--- src/rtl/memory_pkg.sv ---
// Shared definitions for the memory-match turn sequencer: state encoding,
// default board size and card value width.
package memory_pkg;

    localparam int N_CARDS_DEF = 10;
    localparam int CARD_W      = 4;
    localparam int IDX_W       = 4;

    typedef enum logic [2:0] {
        S_INIT  = 3'd0,
        S_PICK1 = 3'd1,
        S_PICK2 = 3'd2,
        S_CHECK = 3'd3,
        S_SHOW  = 3'd4,
        S_WIN   = 3'd5,
        S_LOSE  = 3'd6
    } state_t;

    // Flag order {Qi, Qp1, Qp2, Qc, Qs, Qw, Ql}
    function automatic logic [6:0] state_onehot(input state_t s);
        logic [6:0] q;
        q = '0;
        case (s)
            S_INIT:  q = 7'b1000000;
            S_PICK1: q = 7'b0100000;
            S_PICK2: q = 7'b0010000;
            S_CHECK: q = 7'b0001000;
            S_SHOW:  q = 7'b0000100;
            S_WIN:   q = 7'b0000010;
            S_LOSE:  q = 7'b0000001;
            default: q = 7'b1000000;
        endcase
        return q;
    endfunction

endpackage

--- src/rtl/memory_show_timer.sv ---
// Loadable down-counter that times how long a mismatched pair stays face-up.
module memory_show_timer #(
    parameter int TW = 27
) (
    input  logic          i_clk,
    input  logic          i_rst_n,
    input  logic          i_load,
    input  logic [TW-1:0] i_load_val,
    input  logic          i_en,
    output logic          o_zero
);

    logic [TW-1:0] r_count;

    always_ff @(posedge i_clk or negedge i_rst_n) begin
        if (!i_rst_n) begin
            r_count <= '0;
        end else if (i_load) begin
            r_count <= i_load_val;
        end else if (i_en && (r_count != '0)) begin
            r_count <= r_count - 1'b1;
        end
    end

    assign o_zero = (r_count == '0);

endmodule

--- src/rtl/memory_flip_ctrl.sv ---
// Turn sequencer for the memory-match game: cursor, two-card picks, match and
// reveal masks, mismatch hold timer and lives.
module memory_flip_ctrl
    import memory_pkg::*;
#(
    parameter int N_CARDS     = N_CARDS_DEF,
    parameter int INIT_LIVES  = 5,
    parameter int SHOW_CYCLES = 100000000,
    parameter int TW          = 27
) (
    input  logic               i_clk,
    input  logic               i_rst_n,
    input  logic               i_start,
    input  logic               i_ack,
    input  logic               i_left,
    input  logic               i_right,
    input  logic               i_select,
    output logic [IDX_W-1:0]   o_rd_addr,
    input  logic [CARD_W-1:0]  i_rd_data,
    output logic [IDX_W-1:0]   o_cursor,
    output logic [N_CARDS-1:0] o_revealed,
    output logic [N_CARDS-1:0] o_matched,
    output logic [3:0]         o_lives,
    output logic               o_qi,
    output logic               o_qp1,
    output logic               o_qp2,
    output logic               o_qc,
    output logic               o_qs,
    output logic               o_qw,
    output logic               o_ql
);

    localparam logic [IDX_W-1:0]   LAST_IDX = IDX_W'(N_CARDS - 1);
    localparam logic [TW-1:0]      HOLD_VAL = TW'(SHOW_CYCLES - 1);
    localparam logic [N_CARDS-1:0] ALL_SET  = '1;

    state_t              r_state,    w_state_next;
    logic [IDX_W-1:0]    r_cursor,   w_cursor_next;
    logic [N_CARDS-1:0]  r_revealed, w_revealed_next;
    logic [N_CARDS-1:0]  r_matched,  w_matched_next;
    logic [3:0]          r_lives,    w_lives_next;
    logic [IDX_W-1:0]    r_idx1,     w_idx1_next;
    logic [IDX_W-1:0]    r_idx2,     w_idx2_next;
    logic [CARD_W-1:0]   r_v1,       w_v1_next;
    logic [CARD_W-1:0]   r_v2,       w_v2_next;
    logic [6:0]          r_q,        w_q_next;
    logic                w_timer_load;
    logic                w_timer_zero;
    logic                w_can_move;
    logic                w_cur_matched;

    memory_show_timer #(.TW(TW)) u_timer (
        .i_clk      (i_clk),
        .i_rst_n    (i_rst_n),
        .i_load     (w_timer_load),
        .i_load_val (HOLD_VAL),
        .i_en       (r_state == S_SHOW),
        .o_zero     (w_timer_zero)
    );

    always_ff @(posedge i_clk or negedge i_rst_n) begin
        if (!i_rst_n) begin
            r_state    <= S_INIT;
            r_cursor   <= '0;
            r_revealed <= '0;
            r_matched  <= '0;
            r_lives    <= '0;
            r_idx1     <= '0;
            r_idx2     <= '0;
            r_v1       <= '0;
            r_v2       <= '0;
            r_q        <= state_onehot(S_INIT);
        end else begin
            r_state    <= w_state_next;
            r_cursor   <= w_cursor_next;
            r_revealed <= w_revealed_next;
            r_matched  <= w_matched_next;
            r_lives    <= w_lives_next;
            r_idx1     <= w_idx1_next;
            r_idx2     <= w_idx2_next;
            r_v1       <= w_v1_next;
            r_v2       <= w_v2_next;
            r_q        <= w_q_next;
        end
    end

    always_comb begin
        w_state_next    = r_state;
        w_cursor_next   = r_cursor;
        w_revealed_next = r_revealed;
        w_matched_next  = r_matched;
        w_lives_next    = r_lives;
        w_idx1_next     = r_idx1;
        w_idx2_next     = r_idx2;
        w_v1_next       = r_v1;
        w_v2_next       = r_v2;
        w_timer_load    = 1'b0;
        w_cur_matched   = r_matched[r_cursor];
        // Select takes priority over movement in the same cycle
        w_can_move      = ((r_state == S_PICK1) || (r_state == S_PICK2)) && !i_select;

        if (w_can_move) begin
            if (i_right && !i_left) begin
                w_cursor_next = (r_cursor == LAST_IDX) ? '0 : r_cursor + 1'b1;
            end else if (i_left && !i_right) begin
                w_cursor_next = (r_cursor == '0) ? LAST_IDX : r_cursor - 1'b1;
            end
        end

        case (r_state)
            S_INIT: begin
                if (i_start) begin
                    w_lives_next    = 4'(INIT_LIVES);
                    w_revealed_next = '0;
                    w_matched_next  = '0;
                    w_cursor_next   = '0;
                    w_state_next    = S_PICK1;
                end
            end
            S_PICK1: begin
                if (i_select && !w_cur_matched) begin
                    w_idx1_next               = r_cursor;
                    w_v1_next                 = i_rd_data;
                    w_revealed_next[r_cursor] = 1'b1;
                    w_state_next              = S_PICK2;
                end
            end
            S_PICK2: begin
                if (i_select && !w_cur_matched && (r_cursor != r_idx1)) begin
                    w_idx2_next               = r_cursor;
                    w_v2_next                 = i_rd_data;
                    w_revealed_next[r_cursor] = 1'b1;
                    w_state_next              = S_CHECK;
                end
            end
            S_CHECK: begin
                if (r_v1 == r_v2) begin
                    w_matched_next[r_idx1] = 1'b1;
                    w_matched_next[r_idx2] = 1'b1;
                    w_state_next = (w_matched_next == ALL_SET) ? S_WIN : S_PICK1;
                end else begin
                    w_lives_next = (r_lives == 4'd0) ? 4'd0 : r_lives - 4'd1;
                    w_timer_load = 1'b1;
                    w_state_next = S_SHOW;
                end
            end
            S_SHOW: begin
                // Lives was already decremented in CHECK, so test the stored value
                if (w_timer_zero) begin
                    w_revealed_next[r_idx1] = 1'b0;
                    w_revealed_next[r_idx2] = 1'b0;
                    w_state_next = (r_lives == 4'd0) ? S_LOSE : S_PICK1;
                end
            end
            S_WIN, S_LOSE: begin
                if (i_ack) begin
                    w_state_next = S_INIT;
                end
            end
            default: w_state_next = S_INIT;
        endcase

        w_q_next = state_onehot(w_state_next);
    end

    assign o_rd_addr  = r_cursor;
    assign o_cursor   = r_cursor;
    assign o_revealed = r_revealed;
    assign o_matched  = r_matched;
    assign o_lives    = r_lives;
    assign o_qi       = r_q[6];
    assign o_qp1      = r_q[5];
    assign o_qp2      = r_q[4];
    assign o_qc       = r_q[3];
    assign o_qs       = r_q[2];
    assign o_qw       = r_q[1];
    assign o_ql       = r_q[0];

endmodule

--- config.mk ---
export PLATFORM = sky130hd
export DESIGN_NAME = memory_flip_ctrl
export DESIGN_NICKNAME = d
export VERILOG_FILES = /design/src/rtl/memory_pkg.sv /design/src/rtl/memory_show_timer.sv /design/src/rtl/memory_flip_ctrl.sv
export SDC_FILE = /design/constraint.sdc
export NUM_CORES = 1
export LEC_CHECK = 0
export ABC_AREA = 1
export ABC_CLOCK_PERIOD_IN_PS = 3800
export BUFFER_PORTS_ARGS = -buffer_cell sky130_fd_sc_hd__buf_2
export CORE_MARGIN = 2
export CORE_UTILIZATION = 30
export DETAILED_ROUTE_END_ITERATION = 6
export HOLD_SLACK_MARGIN = 0.06
export PLACE_DENSITY = 0.47
export SETUP_SLACK_MARGIN = 0.1
export SLEW_MARGIN = 20
export SYNTH_ARGS = -nofsm -noshare
export SYNTH_HDL_FRONTEND = slang
export SYNTH_SLANG_ARGS = --single-unit
--- constraint.sdc ---
create_clock -name i_clk -period 3.8 [get_ports i_clk]
set_input_delay 0.57 -clock i_clk [delete_from_list [all_inputs] [get_ports i_clk]]
set_output_delay 0.57 -clock i_clk [all_outputs]
set_load 0.02 [all_outputs]
==> results.cfg <==
[logic_synthesis]
ys_ff_latch = 81
avgSynthCellArea_sq_um = 7.27
synth_cells = 698
synth_fp_nets = 712
netlist_area_sq_mm = 0.00507
synth_top_cell_area_share_pct = 39.5
yosysSeqAreaShare_pct = 40.0
synthDistinctLibCells = 42
synth_warnings = 0
yosysTopAreaCell = dfrtp_1
synth_area_leaders = dfrtp_1 (39%), nand2_1 (13%), nand3_1 (5.8%), nor2_1 (5.3%), inv_1 (5.3%)

[grt]
grt_start_max_net_pins = 57
antenna_found_initial = 0
overflow = 0
grt_pass1_wl_microns = 23100
grt_pass1_vias = 4561
grt_usage_pct = 16.3

[route]
wl_met3_microns = 557
dr.first_iter.drc_count = 295
top_layer = met4
drc = 0
wl_met1_microns = 6540
dr_wl_met2_microns = 6680
num_vias = 4717
drt-total-wl_microns = 14100
routedWlPerCell_microns = 14.6
dr.pass1.iters = 5
via_per_inst = 4.91
ant_nets = 0

[sta]
fmax_mhz = 394
worst_pin_slew_ps = 758
hold_violations = 0
tns_ps = 0
max_slew_margin_pct = 49.4
report.final.slew_viol_count = 0
skew_ps = 7.48
post-route-period-util_pct = 66.9
period_minus_slack_ps = 2540
rsz0062_at_grt = false
setup_viol = 0
finalWorstSetupSlack_ps = 1260
finalHoldWorstSlack_ps = 288

[clock_network]
cts_buffers = 9
clkTransAtPathRegs_ps = 60
post_cts_buffers = 0
cts_hold_buffers = 0
cts_root_buf = clkbuf_16
cts_tree = built
clkSinkCount = 81
clock_latency_ps = 350
ctsResizeCount = 0
cts_max_level = 3
clockBufferDepth = 2

[critical_path]
worstRegToRegCells = 10
cp-start-kind = flop
crit_type = reg2reg
regToRegStartpoint = o_cursor[0]
worstSetupEndpointType = flop
r2r_end = r_q[6]
crit_fanout = 15
critPathLaunch = o_cursor[0]
ff2ff_setup_slack_ps = 1260
required_ps = 4070
worst_ep_arrival_time_ps = 2810
critPathCapture = r_q[6]

[placed_design]
port_buffers = 49
dpl.cell_count = 946
dpl-instance-area_sq_mm = 0.00545
dp_slack_ps = 1320
dpl.hpwl_microns = 10400
gp_congestion = 0.892

[cells_and_area]
num_antenna_cells = 0
fin_nets = 751
instances_no_fill = 961
final_common_cell = nand2_1
utilization_pct = 34.7
fin_area_sq_mm = 0.00574
area_growth_pct = 13.2
mostFrequentLayoutCells = nand2_1 (178), dfrtp_1 (80), nor2_1 (72)
drive_gt1_share_pct = 17.8

[flow_run]
maxCapViolations = 0

[pwr]
p_per_area_mw_per_mm2 = 775
p_leak_nw = 2.78
fin_total_pwr_mw = 4.45
ir_drop_mv = 0.282

[die]
core_region_area_sq_mm = 0.0165
fp-row-count = 47
die_area_sq_mm = 0.0180
die_h_microns = 134
die_width_microns = 134
io_pins = 50
start_util_pct = 30.7

[hold_path]
worstHoldPathType = in2async

[outcome]
outcome = completed
cells in the mapped netlist (all sizes together):
| cell | count |
|---|---|
| and2 | 1 |
| a22o | 1 |
| ha | 3 |
| o31ai | 1 |
| nand3 | 73 |
| dfrtp | 80 |
| nor3b | 1 |
| o211ai | 3 |
| nand2 | 192 |
| dfstp | 1 |
| nand3b | 3 |
| buf | 20 |
| inv | 85 |
| o22ai | 1 |
| nand4 | 17 |
| a31oi | 6 |
| a21oi | 17 |
| clkbuf | 4 |
| clkinv | 1 |
| nor3 | 9 |
| a32oi | 1 |
| nor4 | 2 |
| o21ai | 69 |
| o2111ai | 1 |
| nor2 | 92 |
| or2 | 2 |
| xor2 | 12 |
layout make-up:
| cell class | instances | area [sq um] |
|---|---|---|
| inverters | 86 | 325 |
| clock inverters | 3 | 40.0 |
| clock buffers | 12 | 256 |
| flip-flops and latches | 81 | 2030 |
| multi-input cells | 507 | 2550 |
| repair buffers | 52 | 270 |
| fillers | 1745 | 10800 |
| well taps | 220 | 275 |
power breakdown:
part	total [mW]	leakage, nW	internal, mW	switching [mW]
clock network	0.895	0.148	0.540	0.356
registers	1.49	1.03	1.16	0.331
logic	2.06	1.60	0.616	1.44
worst max-delay path, cell delays in order, from the launching register on:
cell and delay, ps:
dfrtp_1 740, inv_2 290, nor2_1 340, nand2_1 150, nor2_2 110, nor2_2 80, nand4_1 370, nand2_1 90
nor2_1 130, nand2_1 60, nor2_1 100
kinds of logic (layout without fill, tap and decap cells):
logic type / count (synthesis) / in the layout / share of synthesized area, %
compound gates: 100 / 100 / 10.5
buf+inv: 110 / 153 / 9.80
xor+xnor: 12 / 12 / 2.07
fa+ha+maj: 3 / 3 / 0.740
simple gates: 392 / 392 / 36.9
flops: 81 / 81 / 40.0
routing by layer:
metal / global-route usage (%) / vias to the layer above
met3: 2.76 / 20
li1: - / 2335
met2: 27.2 / 108
met1: 21.1 / 2254
met4: 6.67 / 0
met5: 0 / -
state kept, by name, summed over array words and instances, names as in the netlist:
| signal | cells |
|---|---|
| r_idx1 | 4 |
| r_q | 7 |
| r_idx2 | 4 |
| u_timer.r_count | 27 |
| o_cursor | 4 |
| r_v1 | 4 |
| o_revealed | 10 |
| r_state | 3 |
| o_lives | 4 |
| o_matched | 10 |
| r_v2 | 4 |
worst min path at each step:
stage	to	from	slack, ps	cells after the start
after CTS	u_timer.r_count[10]	i_rst_n	330	1
after global placement	u_timer.r_count[0]	u_timer.r_count[0]	480	1
after floorplan	o_cursor[0]	i_rst_n	270	0
after detailed placement	u_timer.r_count[14]	u_timer.r_count[14]	500	1
final	u_timer.r_count[7]	i_rst_n	290	1
after global routing	u_timer.r_count[7]	i_rst_n	360	1
Power figures use the tool's default switching activity.
